**src/rtl/serializador.sv**
```systemverilog
// ============================================================================
// Module   : serializador
// Purpose  : Byte FIFO feeding an MSB-first bit-serial transmitter with a
//            per-byte status handshake toward the receiving deserializer.
// Revision : 1.0 - initial release
// ============================================================================
`default_nettype none

module serializador #(
    parameter int DEPTH = 4
) (
    input  logic                     clk_100KHz,
    input  logic                     reset,
    input  logic [7:0]               data_in,
    input  logic                     data_valid,
    output logic                     in_ready,
    input  logic                     status_in,
    output logic                     data_out,
    output logic                     write_out,
    output logic                     busy,
    output logic [$clog2(DEPTH):0]   fifo_count,
    output logic [15:0]              bytes_sent
);

    localparam int AW = $clog2(DEPTH);
    localparam int CW = AW + 1;
    localparam logic [CW-1:0] FULL_COUNT = CW'(DEPTH);

    typedef enum logic [1:0] {
        IDLE    = 2'd0,
        SHIFT   = 2'd1,
        WAIT_HI = 2'd2,
        WAIT_LO = 2'd3
    } state_t;

    state_t          state_q;
    logic [7:0]      mem_q [DEPTH];
    logic [AW-1:0]   wr_ptr_q;
    logic [AW-1:0]   rd_ptr_q;
    logic [CW-1:0]   count_q;
    logic [CW-1:0]   count_d;
    logic [7:0]      shreg_q;
    logic [2:0]      bitcnt_q;
    logic            data_out_q;
    logic            write_out_q;
    logic [15:0]     bytes_sent_q;
    logic            push;
    logic            pop;

    // A push while full is dropped even if a pop frees a slot on the same edge.
    always_comb begin
        push    = data_valid && in_ready;
        pop     = (state_q == IDLE) && (count_q != '0) && !status_in;
        count_d = count_q;
        case ({push, pop})
            2'b10:   count_d = count_q + 1'b1;
            2'b01:   count_d = count_q - 1'b1;
            default: count_d = count_q;
        endcase
    end

    assign in_ready   = (count_q != FULL_COUNT);
    assign busy       = (state_q != IDLE);
    assign fifo_count = count_q;
    assign bytes_sent = bytes_sent_q;
    assign data_out   = data_out_q;
    assign write_out  = write_out_q;

    always_ff @(posedge clk_100KHz) begin
        if (push) begin
            mem_q[wr_ptr_q] <= data_in;
        end
    end

    always_ff @(posedge clk_100KHz or posedge reset) begin
        if (reset) begin
            state_q      <= IDLE;
            wr_ptr_q     <= '0;
            rd_ptr_q     <= '0;
            count_q      <= '0;
            shreg_q      <= '0;
            bitcnt_q     <= '0;
            data_out_q   <= 1'b0;
            write_out_q  <= 1'b0;
            bytes_sent_q <= '0;
        end else begin
            count_q <= count_d;
            if (push) begin
                wr_ptr_q <= wr_ptr_q + 1'b1;
            end
            if (pop) begin
                rd_ptr_q <= rd_ptr_q + 1'b1;
            end
            case (state_q)
                IDLE: begin
                    write_out_q <= 1'b0;
                    data_out_q  <= 1'b0;
                    if (pop) begin
                        shreg_q  <= mem_q[rd_ptr_q];
                        bitcnt_q <= '0;
                        state_q  <= SHIFT;
                    end
                end
                SHIFT: begin
                    data_out_q  <= shreg_q[7];
                    write_out_q <= 1'b1;
                    shreg_q     <= {shreg_q[6:0], 1'b0};
                    bitcnt_q    <= bitcnt_q + 1'b1;
                    if (bitcnt_q == 3'd7) begin
                        state_q <= WAIT_HI;
                    end
                end
                WAIT_HI: begin
                    write_out_q <= 1'b0;
                    data_out_q  <= 1'b0;
                    if (status_in) begin
                        state_q <= WAIT_LO;
                    end
                end
                WAIT_LO: begin
                    write_out_q <= 1'b0;
                    data_out_q  <= 1'b0;
                    if (!status_in) begin
                        bytes_sent_q <= bytes_sent_q + 16'd1;
                        state_q      <= IDLE;
                    end
                end
                default: begin
                    write_out_q <= 1'b0;
                    data_out_q  <= 1'b0;
                    state_q     <= IDLE;
                end
            endcase
        end
    end

endmodule

`default_nettype wire

```
**config.mk**
```make
export PLATFORM = sky130hd
export DESIGN_NAME = serializador
export DESIGN_NICKNAME = d
export VERILOG_FILES = /design/src/rtl/serializador.sv
export SDC_FILE = /design/constraint.sdc
export NUM_CORES = 1
export LEC_CHECK = 0
export CORE_MARGIN = 4
export CORE_UTILIZATION = 55
export DETAILED_ROUTE_END_ITERATION = 8
export PLACE_DENSITY = 0.87
export SLEW_MARGIN = 5
export SYNTH_ARGS = -nofsm -noshare
export SYNTH_HDL_FRONTEND = slang
export SYNTH_SLANG_ARGS = --single-unit
```
**constraint.sdc**
```tcl
create_clock -name clk_100KHz -period 2.6 [get_ports clk_100KHz]
set_input_delay 0.52 -clock clk_100KHz [delete_from_list [all_inputs] [get_ports clk_100KHz]]
set_output_delay 0.52 -clock clk_100KHz [all_outputs]
set_load 0.1 [all_outputs]
```
-- Word-level counts from Yosys, hierarchy flattened
Memories as Yosys holds them, arrays and structs flattened.
Index checks and enable logic that the tools add are counted.
- memories kept: 1
- RAM bits: 32
- register bits: 38
- input port bits: 12
- reduce and logical (&&, ||, !) cells: 13
- bitwise operators: 1
- add/subtract/negate cells: 6
- equal/unequal tests: 11
- muxes and demuxes: 14
- memory list (name ; depth ; width ; rd ports ; clocked after Yosys merged registers in ; write ports ; RTL line ; text):
    mem_q ; 4 ; 8 ; 1 ; 0 ; 1 ; 37 ; logic [7:0] mem_q [DEPTH];
- operator list (kind ; count):
    16-bit by 1-bit adder with 16-bit output, second input constant ; 1
    8-bit case mux with 2 select lines ; 1
    3-bit case mux with 2 select lines ; 2
    2-bit 2-to-1 mux ; 4
    8-bit 2-to-1 mux ; 1
    2-bit inequality test, second input constant ; 4
    2-bit case mux with 4 select lines ; 1
    3-bit by 1-bit adder with 3-bit output, second input constant ; 2
    2-bit == test, second input constant ; 3
    2-bit nonzero test ; 3
    2-bit by 1-bit adder with 2-bit output, second input constant ; 2
    2-bit by 1-bit == test with 1-bit output, second input constant ; 2
    1-bit case mux with 2 select lines ; 2
    2-bit AND reduction ; 2
    4-bit AND reduction ; 1
    3-bit == test, second input constant ; 1
    1-bit logical AND ; 3
    3-bit 2-to-1 mux ; 1
    3-bit inequality test, second input constant ; 1
    3-bit nonzero test ; 1
    3-bit OR reduction ; 1
    3-bit by 1-bit subtractor with 3-bit output, second input constant ; 1
    2-bit zero test ; 1
    1-bit 2-to-1 mux ; 2
    other kinds (2) ; 2

-- Logic depth before layout (Yosys ltp)
Gate-level depths: netlist of run 1.
- depth after elaboration: 5
- gate-level depth with buffers: 10

-- Worst setup path before layout of run 1
OpenSTA, ideal clock, no wires.
- path kind: reg-to-reg
- start point: register count_q[2], in the netlist fifo_count[2]
- end point: register count_q[2], in the netlist fifo_count[2]
- data required time: 2435 ps
- data arrival time: 3521 ps
- slack: -1086 ps
- period minus slack after synthesis: 3686 ps
- stages on the path, launching flop included: 10
- cells stage by stage: dfrtp_1 nand3_1 and2_1 inv_1 ha_1 inv_1 fa_1 xor2_1 nor2_1 xor2_1
- elaborated cells between the ends (all ways): 11
- RTL lines (item ; RTL line ; text):
    start: declaration ; 40 ; logic [CW-1:0] count_q;
    start signal: assignment ; 87 ; count_q <= count_d;
    3-bit inequality test (*) ; 62 ; assign in_ready = (count_q != FULL_COUNT);
    net in_ready ; 16 ; output logic in_ready,
    1-bit logical AND (*) ; 52 ; push = data_valid && in_ready;
    2-bit by 1-bit == test with 1-bit output or 2-bit == test (tied branches) ; 55 ; case ({push, pop})
    3-bit case mux with 2 select lines or 2-bit nonzero test (tied branches) ; -- ;
Mark *: on every way through the listed nets, which the timed path passes. The rest lies on a longest branch.
A chain may end at the register's enable or synchronous reset.

-- Worst setup path after layout of run 1
- start point: register state_q[0]
- end point: register count_q[2], in the netlist fifo_count[2]
- word-level cells in the longest chain between the ends: 5
- elaborated cells between the ends (all ways): 7
- ends and longest elaborated chain (item ; RTL line ; text):
    start: declaration ; 36 ; state_t state_q;
    start signal: assignment ; 77 ; state_q <= IDLE;
    start signal: assignment ; 101 ; state_q <= SHIFT;
    start signal: assignment ; 110 ; state_q <= WAIT_HI;
    2-bit zero test (*) ; 53 ; pop = (state_q == IDLE) && (count_q != '0) && !status_in;
    1-bit logical AND (*) (2 in series) ; 53 ;
    net pop ; 48 ; logic pop;
    2-bit by 1-bit == test with 1-bit output or 2-bit == test (tied branches) ; 55 ;
    3-bit case mux with 2 select lines or 2-bit nonzero test (tied branches) ; -- ;
Marks and branches as above.

==> results of run 1 <==
-- metrics by stage --
stage                     setup WS (ns)  power [mW]  area, um2   util
after floorplan                  0.0188        3.29       3120      -
after global placement            0.255        3.62       3490  0.638
after detailed placement          0.174        3.71       3490  0.638
after CTS                         0.310        4.48       3670  0.670
after global routing              0.139        4.73       3670  0.670
final                             0.323        4.44       3670  0.670
-- power by group through the flow --
stage          Sequential [mW]  Combinational [mW]  Clock, mW
2_1_floorplan             2.16                1.14          0
3_3_place_gp              1.75                1.87          0
3_5_place_dp              1.77                1.94          0
4_1_cts                   1.74                1.94      0.793
5_1_grt                   1.78                2.08      0.859
6_report                  1.74                1.92      0.775
-- cell usage in the layout, fill, tap and decap left out, types with 7 or more instances in the layout --
cell              n
a31oi_1           7
buf_4            27
clkbuf_8          9
clkdlybuf4s50_1  11
dfrtp_1          35
edfxtp_1         32
ha_1             13
inv_1            13
mux4_2            8
nand2_1          24
nand4_1           8
nor2_1           11
xnor2_1          16
-- cell usage after synthesis (3+ instances only) --
| cell type | instances | area, um2 |
|---|---|---|
| a31oi_1 | 7 | 43.8 |
| dfrtp_1 | 38 | 951 |
| and3_1 | 5 | 31.3 |
| ha_1 | 13 | 163 |
| nand2_1 | 24 | 90.1 |
| nand4_1 | 8 | 50.1 |
| xnor2_1 | 16 | 140 |
| xor2_1 | 4 | 35.0 |
| a32o_1 | 3 | 30.0 |
| nor2_1 | 11 | 41.3 |
| inv_1 | 13 | 48.8 |
| mux4_2 | 8 | 180 |
| nand3_1 | 5 | 25.0 |
| and2_1 | 3 | 18.8 |
| edfxtp_1 | 32 | 961 |
-- final cells by class --
| type | count | area (um2) | area share |
|---|---|---|---|
| multi-input cells | 130 | 1120 | 0.306 |
| inverters | 14 | 52.6 | 0.0143 |
| flip-flops and latches | 70 | 1920 | 0.523 |
| repair buffers | 38 | 313 | 0.0853 |
| clock buffers | 10 | 128 | 0.0348 |
| well taps | 72 | 90.1 | 0.0246 |
| clock inverters | 6 | 46.3 | 0.0126 |
-- logic make-up (layout without fill, tap and decap cells) --
logic type      count (synthesis)  in the layout  synth area share
mux                            11             11            0.0686
compound gates                 18             18            0.0484
fa+ha+maj                      14             14            0.0589
xor+xnor                       21             21            0.0617
flops                          70             70             0.617
simple gates                   66             66             0.120
buf+inv                        18             68            0.0258
-- worst paths after layout --
kind	startpoint	to	cells past startpoint
max	state_q[0]	fifo_count[2]	10
min	shreg_q[7]	data_out	1
max reg2reg	state_q[0]	fifo_count[2]	10
min reg2reg	shreg_q[7]	data_out	1
max in group asynchronous	reset	fifo_count[2]	3
min in group asynchronous	reset	bytes_sent[5]	3
-- registers in the layout, indices dropped and copies added (netlist names), 2 cells and up --
name,count
mem_q,32
wr_ptr_q,2
state_q,2
shreg_q,8
rd_ptr_q,2
fifo_count,3
bitcnt_q,3
bytes_sent,16
-- critical path, delay by kind of cell, from the launching register on --
| kind | cells | cell delay [ns] |
|---|---|---|
| flip-flops | 1 | 0.42 |
| adder cells (fa/ha/maj) | 3 | 0.91 |
| AND/OR/NAND/NOR | 3 | 0.34 |
| XOR/XNOR | 2 | 0.32 |
| buffers and inverters | 2 | 0.20 |
-- layer usage --
layer,GRT usage,vias to the layer above
li1,-,872
met2,0.263,46
met4,0.0624,0
met3,0.0665,6
met5,0,-
met1,0.214,927
==> results.json, run 1 <==
{
  "ys.flop_type": "dfrtp_1",
  "vdd_ir_drop_max_mv": 0.605,
  "powerDensity_nw_per_um2": 1210,
  "path_class": "flop to flop",
  "top_layer_used": "met4",
  "slowest_delay_ns": 0.42,
  "timing.final.crit_period_ns": 2.28,
  "drc": 0,
  "crit_arrival_ns": 2.54,
  "drv_cap": 0,
  "crit_chain": "inv_1 -> ha_1 -> nand2b_4 -> nor2_2 -> ha_1 -> inv_1 -> fa_1 -> xor2_1 -> nor2_1 -> xor2_1",
  "core_area_um2": 5470,
  "io_buffers": 34,
  "pin_count": 35,
  "cellLeakagePower_nw": 1.54,
  "dp_hpwl_um": 3720,
  "globalplace.congestion": 0.768,
  "clkTransAtPathRegs_ns": 0.08,
  "cts_tree": "done",
  "drt-pass1-iter-count": 4,
  "cts_resized": 0,
  "synth_edf_count": 32,
  "grt_max_degree": 39,
  "clk_latency_ns": 0.35,
  "worst_hold_path_type": "flop to flop",
  "dpl.cell_count": 324,
  "seq_power_share": 0.392,
  "die_width_um": 83.1,
  "cts_setup_buffers": 0,
  "hold_viol_final": 0,
  "n_antenna_cell": 0,
  "antenna_found_initial": 0,
  "drt-wirelength-per-cell_um": 15.4,
  "synthesis.nets": 244,
  "max_slew_margin": 0.619,
  "cp_max_fo": 4,
  "fin_setup_tns_ns": 0,
  "clock.fmax_ghz": 0.439,
  "drv_slew": 0,
  "synth_cells": 218,
  "fin_skew_ns": 0.00767,
  "pwr-share-clk": 0.175,
  "cp-end-kind": "flop",
  "synth.distinct_cells": 40,
  "numClockSinks": 70,
  "rsz0062_at_grt": "false",
  "wl_met1_um": 2260,
  "wirelength_um": 5230,
  "cts_buffer_depth": 2,
  "outcome": "finished clean",
  "die_area_um2": 6900,
  "fillers": 393,
  "synth_async_sr_flop_share": 0.543,
  "layout-drive-gt1-share": 0.261,
  "fin_hold_ws_ns": 0.486,
  "yosysSeqAreaShare": 0.617,
  "p_sw_mw": 1.94,
  "cts_made_buffers": 9,
  "via_per_inst": 5.44,
  "ctsHoldBuffers": 0,
  "start_kind": "flop",
  "clockRootBuffer": "clkbuf_8",
  "met2WireLength_um": 2670,
  "grt_first_pass_wirelength_um": 9060,
  "synthToLayoutAreaGrowth_pct": 18.2,
  "r2r_slack_ns": 0.32,
  "met3WireLength_um": 249,
  "ys_ff_latch": 70,
  "grt_util_all_layers": 0.169,
  "cp_data_required_time_ns": 2.86,
  "die_y_um": 83.1,
  "power.internal_mw": 2.50,
  "synth.cell_area_um2": 3100,
  "p_sw_frac": 0.437,
  "post-route-period-util": 0.876,
  "avgSynthCellArea_um2": 14.2,
  "pwr-share-comb": 0.433,
  "drtAntennaViolNets": 0,
  "cts.htree.levels": 3,
  "yosys_warnings": 0,
  "layout.nets": 289,
  "floorplan.initialDensity": 0.567,
  "cp_slowest_cell": "dfrtp_1",
  "setup_violations": 0,
  "vias": 1851,
  "drt_first_iter_violations": 75,
  "grt_pass1_vias": 1874,
  "worstMarginPinSlew_ns": 0.571,
  "final_cells": 340,
  "grt-ovfl-total": 0,
  "num_rows": 27
}
(Power assumes the default switching activity.)
==> inputs of run 2 (changes only) <==
==> constraint.sdc (replaced) <==
create_clock -name clk_100KHz -period 2.6 [get_ports clk_100KHz]
set_input_delay 0.52 -clock clk_100KHz [delete_from_list [all_inputs] [get_ports clk_100KHz]]
set_output_delay 0.52 -clock clk_100KHz [all_outputs]
set_load 0.02 [all_outputs]
==> results.json, run 2 (synthesized netlist as in run 1, its figures left out) <==
{
  "grt_first_pass_wirelength_um": 9150,
  "largest_register_ffs": 32,
  "wirelength_um": 5400,
  "crit_path_start": "state_q[0]",
  "worst_hold_path_type": "flop to flop",
  "multi_input_area_um2": 1110,
  "io_buffers": 34,
  "p_sw_frac": 0.366,
  "grt-ovfl-total": 0,
  "drt-pass1-iter-count": 4,
  "die_area_um2": 6900,
  "busiest_layer": "met2",
  "cts_setup_buffers": 0,
  "gr-usage-met1": 0.221,
  "die_width_um": 83.1,
  "cts_resized": 0,
  "pin_count": 35,
  "cts_tree": "done",
  "drt-wirelength-per-cell_um": 15.9,
  "grt_pass1_vias": 1845,
  "setup_violations": 0,
  "fin_setup_tns_ns": 0,
  "post-route-period-util": 0.941,
  "reg2reg_from": "state_q[0]",
  "dpl.cell_count": 324,
  "floorplan.initialDensity": 0.567,
  "vdd_ir_drop_max_mv": 0.516,
  "ctsHoldBuffers": 0,
  "cts.htree.levels": 3,
  "globalplace.congestion": 0.770,
  "cellLeakagePower_nw": 1.51,
  "final_cells": 340,
  "antenna_found_initial": 0,
  "max_slew_margin": 0.611,
  "drt_first_iter_violations": 78,
  "regMostFlops": "mem_q",
  "crit_arrival_ns": 1.93,
  "grt_util_met3": 0.0605,
  "seqCellArea_um2": 1910,
  "numClockSinks": 70,
  "final_common_cell": "dfrtp_1",
  "cts_made_buffers": 9,
  "seq_power_share": 0.437,
  "r2r.worst_path.cells": 10,
  "drv_slew": 0,
  "core_area_um2": 5470,
  "clockRootBuffer": "clkbuf_8",
  "cts_buffer_depth": 2,
  "cp-end-kind": "output port",
  "gr-usage-met2": 0.265,
  "clk_latency_ns": 0.35,
  "timing.final.crit_period_ns": 2.45,
  "drc": 0,
  "layout.nets": 289,
  "worstMarginPinSlew_ns": 0.584,
  "powerDensity_nw_per_um2": 1070,
  "vias": 1852,
  "synthToLayoutAreaGrowth_pct": 19.8,
  "cp_data_required_time_ns": 2.08,
  "rsz0062_at_grt": "false",
  "holdPathStages": 1,
  "clock.fmax_ghz": 0.409,
  "num_rows": 27,
  "cp_max_fo": 4,
  "dp_hpwl_um": 3910,
  "clkTransAtPathRegs_ns": 0.08,
  "layout_common_cells": "38 x dfrtp_1, 34 x clkdlybuf4s50_1, 32 x edfxtp_1",
  "pwr-share-clk": 0.199,
  "drtAntennaViolNets": 0,
  "layout-drive-gt1-share": 0.164,
  "grt_max_degree": 39,
  "hold_viol_final": 0,
  "drv_cap": 0,
  "p_sw_mw": 1.46,
  "start_kind": "flop",
  "outcome": "finished clean",
  "fin_skew_ns": 0.00792,
  "path_class": "flop to output port",
  "grt_util_all_layers": 0.172,
  "pwr-share-comb": 0.364,
  "n_antenna_cell": 0,
  "die_y_um": 83.1,
  "worstHoldStart": "bytes_sent[15]",
  "power.internal_mw": 2.52,
  "via_per_inst": 5.45,
  "fillers": 395
}
==> run 2: through the flow <==
stage	util	hold slack [ns]	power, mW	instance area (um2)	setup slack, ns
3_3_place_gp	0.646	0.460	3.12	3530	0.269
6_report	0.679	0.472	3.98	3710	0.155
3_5_place_dp	0.646	0.467	3.23	3530	0.190
2_1_floorplan	-	0.459	2.77	3100	0.342
4_1_cts	0.679	0.477	4.01	3710	0.145
5_1_grt	0.679	0.508	4.24	3710	0.109
==> run 2: layout make-up <==
type / instances / share of cell area
Tap cell: 72 / 0.0243
Inverter: 14 / 0.0142
Clock buffer: 9 / 0.0334
Clock inverter: 7 / 0.0152
Multi-Input combinational cell: 130 / 0.299
Sequential cell: 70 / 0.515
Timing Repair Buffer: 38 / 0.0997
==> run 2: worst paths after layout <==
path | endpoint | slack [ns]
worst max-delay path | busy | 0.15
worst min register to register | bytes_sent[15] | 0.47
worst min-delay path | bytes_sent[15] | 0.47
max in group asynchronous | shreg_q[3] | 1.68
worst max register to register | fifo_count[2] | 0.31
min in group asynchronous | bytes_sent[10] | 0.58
==> run 2: metal layers <==
| metal | up-vias | wire, um |
|---|---|---|
| met5 | - | 0 |
| met4 | 0 | 115 |
| met3 | 12 | 243 |
| met2 | 40 | 2630 |
| met1 | 919 | 2410 |
| li1 | 881 | - |
==> run 2: worst max-delay path: stages, from the launching register on <==
cell and delay, ns:
dfrtp_1 0.42, inv_1 0.12, ha_1 0.31, inv_1 0.12, clkdlybuf4s50_1 0.60
==> run 2: power groups by stage <==
stage | sequential (mW) | combinational [mW] | clock, mW
final | 1.74 | 1.45 | 0.790
after global routing | 1.79 | 1.59 | 0.858
after CTS | 1.74 | 1.46 | 0.808
after detailed placement | 1.76 | 1.46 | 0
after global placement | 1.74 | 1.38 | 0
after floorplan | 1.73 | 1.03 | 0
==> inputs of run 3 (changes only) <==
--- a/config.mk
+++ b/config.mk
@@ -8,7 +8,8 @@
 export CORE_MARGIN = 4
 export CORE_UTILIZATION = 55
 export DETAILED_ROUTE_END_ITERATION = 8
-export PLACE_DENSITY = 0.87
+export HOLD_SLACK_MARGIN = 0.08
+export PLACE_DENSITY_LB_ADDON = 0.3
 export SLEW_MARGIN = 5
 export SYNTH_ARGS = -nofsm -noshare
 export SYNTH_HDL_FRONTEND = slang
==> results.json, run 3 (synthesized netlist as in run 1, its figures left out) <==
{
  "floorplan.initialDensity": 0.567,
  "rsz0062_at_grt": "false",
  "fin_setup_tns_ns": 0,
  "clock.fmax_ghz": 0.410,
  "cts_buffer_depth": 2,
  "drt-pass1-iter-count": 4,
  "die_y_um": 83.1,
  "crit_arrival_ns": 1.92,
  "cp_data_required_time_ns": 2.08,
  "cp_slowest_cell": "clkdlybuf4s50_1",
  "die_width_um": 83.1,
  "fin_skew_ns": 0.00739,
  "regMostFlops": "mem_q",
  "drtAntennaViolNets": 0,
  "dpl.cell_count": 324,
  "n_antenna_cell": 0,
  "antenna_found_initial": 0,
  "crit_chain": "inv_1 -> ha_1 -> inv_1 -> clkdlybuf4s50_1",
  "grt-ovfl-total": 0,
  "post-route-period-util": 0.937,
  "grt_first_pass_wirelength_um": 8940,
  "cp_max_fo": 4,
  "cts_tree": "done",
  "worstMarginPinSlew_ns": 0.567,
  "max_slew_margin": 0.622,
  "layout-drive-gt1-share": 0.157,
  "globalplace.congestion": 0.730,
  "hold_viol_final": 0,
  "via_per_inst": 5.29,
  "cp-end-kind": "output port",
  "vdd_ir_drop_max_mv": 0.649,
  "cts_setup_buffers": 0,
  "outcome": "finished clean",
  "power.internal_mw": 2.70,
  "cts_made_buffers": 9,
  "drt-wirelength-per-cell_um": 15.1,
  "die_area_um2": 6900,
  "ctsHoldBuffers": 0,
  "powerDensity_nw_per_um2": 1090,
  "clk_latency_ns": 0.34,
  "drt_first_iter_violations": 58,
  "final_common_cell": "dfrtp_1",
  "numClockSinks": 70,
  "path_class": "flop to output port",
  "layout_common_cells": "38 x dfrtp_1, 34 x clkdlybuf4s50_1, 32 x edfxtp_1",
  "worst_hold_path_type": "flop to flop",
  "critPathMostFrequentCell": "inv_1",
  "pwr-share-clk": 0.230,
  "core_area_um2": 5470,
  "pwr-share-comb": 0.346,
  "pre_cts_ws_ns": 0.208,
  "layout.nets": 289,
  "cts_resized": 0,
  "setup_violations": 0,
  "clkTransAtPathRegs_ns": 0.07,
  "slowest_delay_ns": 0.55,
  "vias": 1797,
  "pin_count": 35,
  "drv_slew": 0,
  "io_buffers": 34,
  "cts.htree.levels": 3,
  "synthToLayoutAreaGrowth_pct": 20.9,
  "drv_cap": 0,
  "p_sw_frac": 0.340,
  "largest_register_ffs": 32,
  "dp_hpwl_um": 3630,
  "timing.final.crit_period_ns": 2.44,
  "start_kind": "flop",
  "layout_setup_ws_ns": 0.163,
  "grt_max_degree": 39,
  "drc": 0,
  "final_cells": 340,
  "num_rows": 27,
  "p_sw_mw": 1.39,
  "seq_power_share": 0.424,
  "grt_pass1_vias": 1854,
  "grt_util_all_layers": 0.162,
  "wirelength_um": 5130,
  "clockRootBuffer": "clkbuf_8",
  "cellLeakagePower_nw": 1.53
}
-- run 3: cell count changes in the layout (fill, tap and decap cells not counted) --
cell        delta
clkinv_1       +1
inv_6          -2
clkbuf_1       +1
clkinvlp_4     -1
bufinv_16      +2
clkinv_4       -1
-- run 3: per-stage QoR --
stage	util	instance area [um2]	total power, mW	hold slack (ns)
floorplan	-	3100	2.77	0.459
global placement	0.646	3530	3.13	0.464
detailed placement	0.646	3530	3.19	0.463
CTS	0.685	3750	4.14	0.477
global route	0.685	3750	4.38	0.497
finish	0.685	3750	4.09	0.471
-- run 3: final cells by class --
type,count,area (um2)
Clock buffer,10,128
Clock inverter,6,86.3
Fill cell,422,1730
Inverter,14,52.6
Multi-Input combinational cell,130,1110
Sequential cell,70,1910
Tap cell,72,90.1
Timing Repair Buffer,38,370
-- run 3: final timing paths --
check                                 end  depth (start not counted)            from  slack, ns
max                                  busy                          4      state_q[0]       0.16
min                        bytes_sent[15]                          1  bytes_sent[15]       0.47
max reg2reg                 fifo_count[2]                         10      state_q[0]       0.36
min reg2reg                bytes_sent[15]                          1  bytes_sent[15]       0.47
max in group asynchronous      shreg_q[2]                          3           reset       1.67
min in group asynchronous   fifo_count[2]                          3           reset       0.59
-- run 3: power groups by stage --
stage	clock network, mW	registers [mW]	logic, mW
finish	0.941	1.73	1.42
detailed placement	0	1.76	1.43
global placement	0	1.75	1.38
CTS	0.963	1.74	1.44
floorplan	0	1.73	1.03
global route	1.02	1.78	1.59
-- run 3: worst max-delay path: cells and delay by family, from the launching register on --
family                   cells  cell delay [ns]
buffers and inverters        3             0.81
flip-flops                   1             0.42
adder cells (fa/ha/maj)      1             0.34
-- run 3: routing by layer --
layer,GRT usage,vias up,wire length (um)
li1,-,875,-
met1,0.226,883,2450
met2,0.243,28,2400
met3,0.0357,11,164
met4,0.0758,0,112
met5,0,-,0
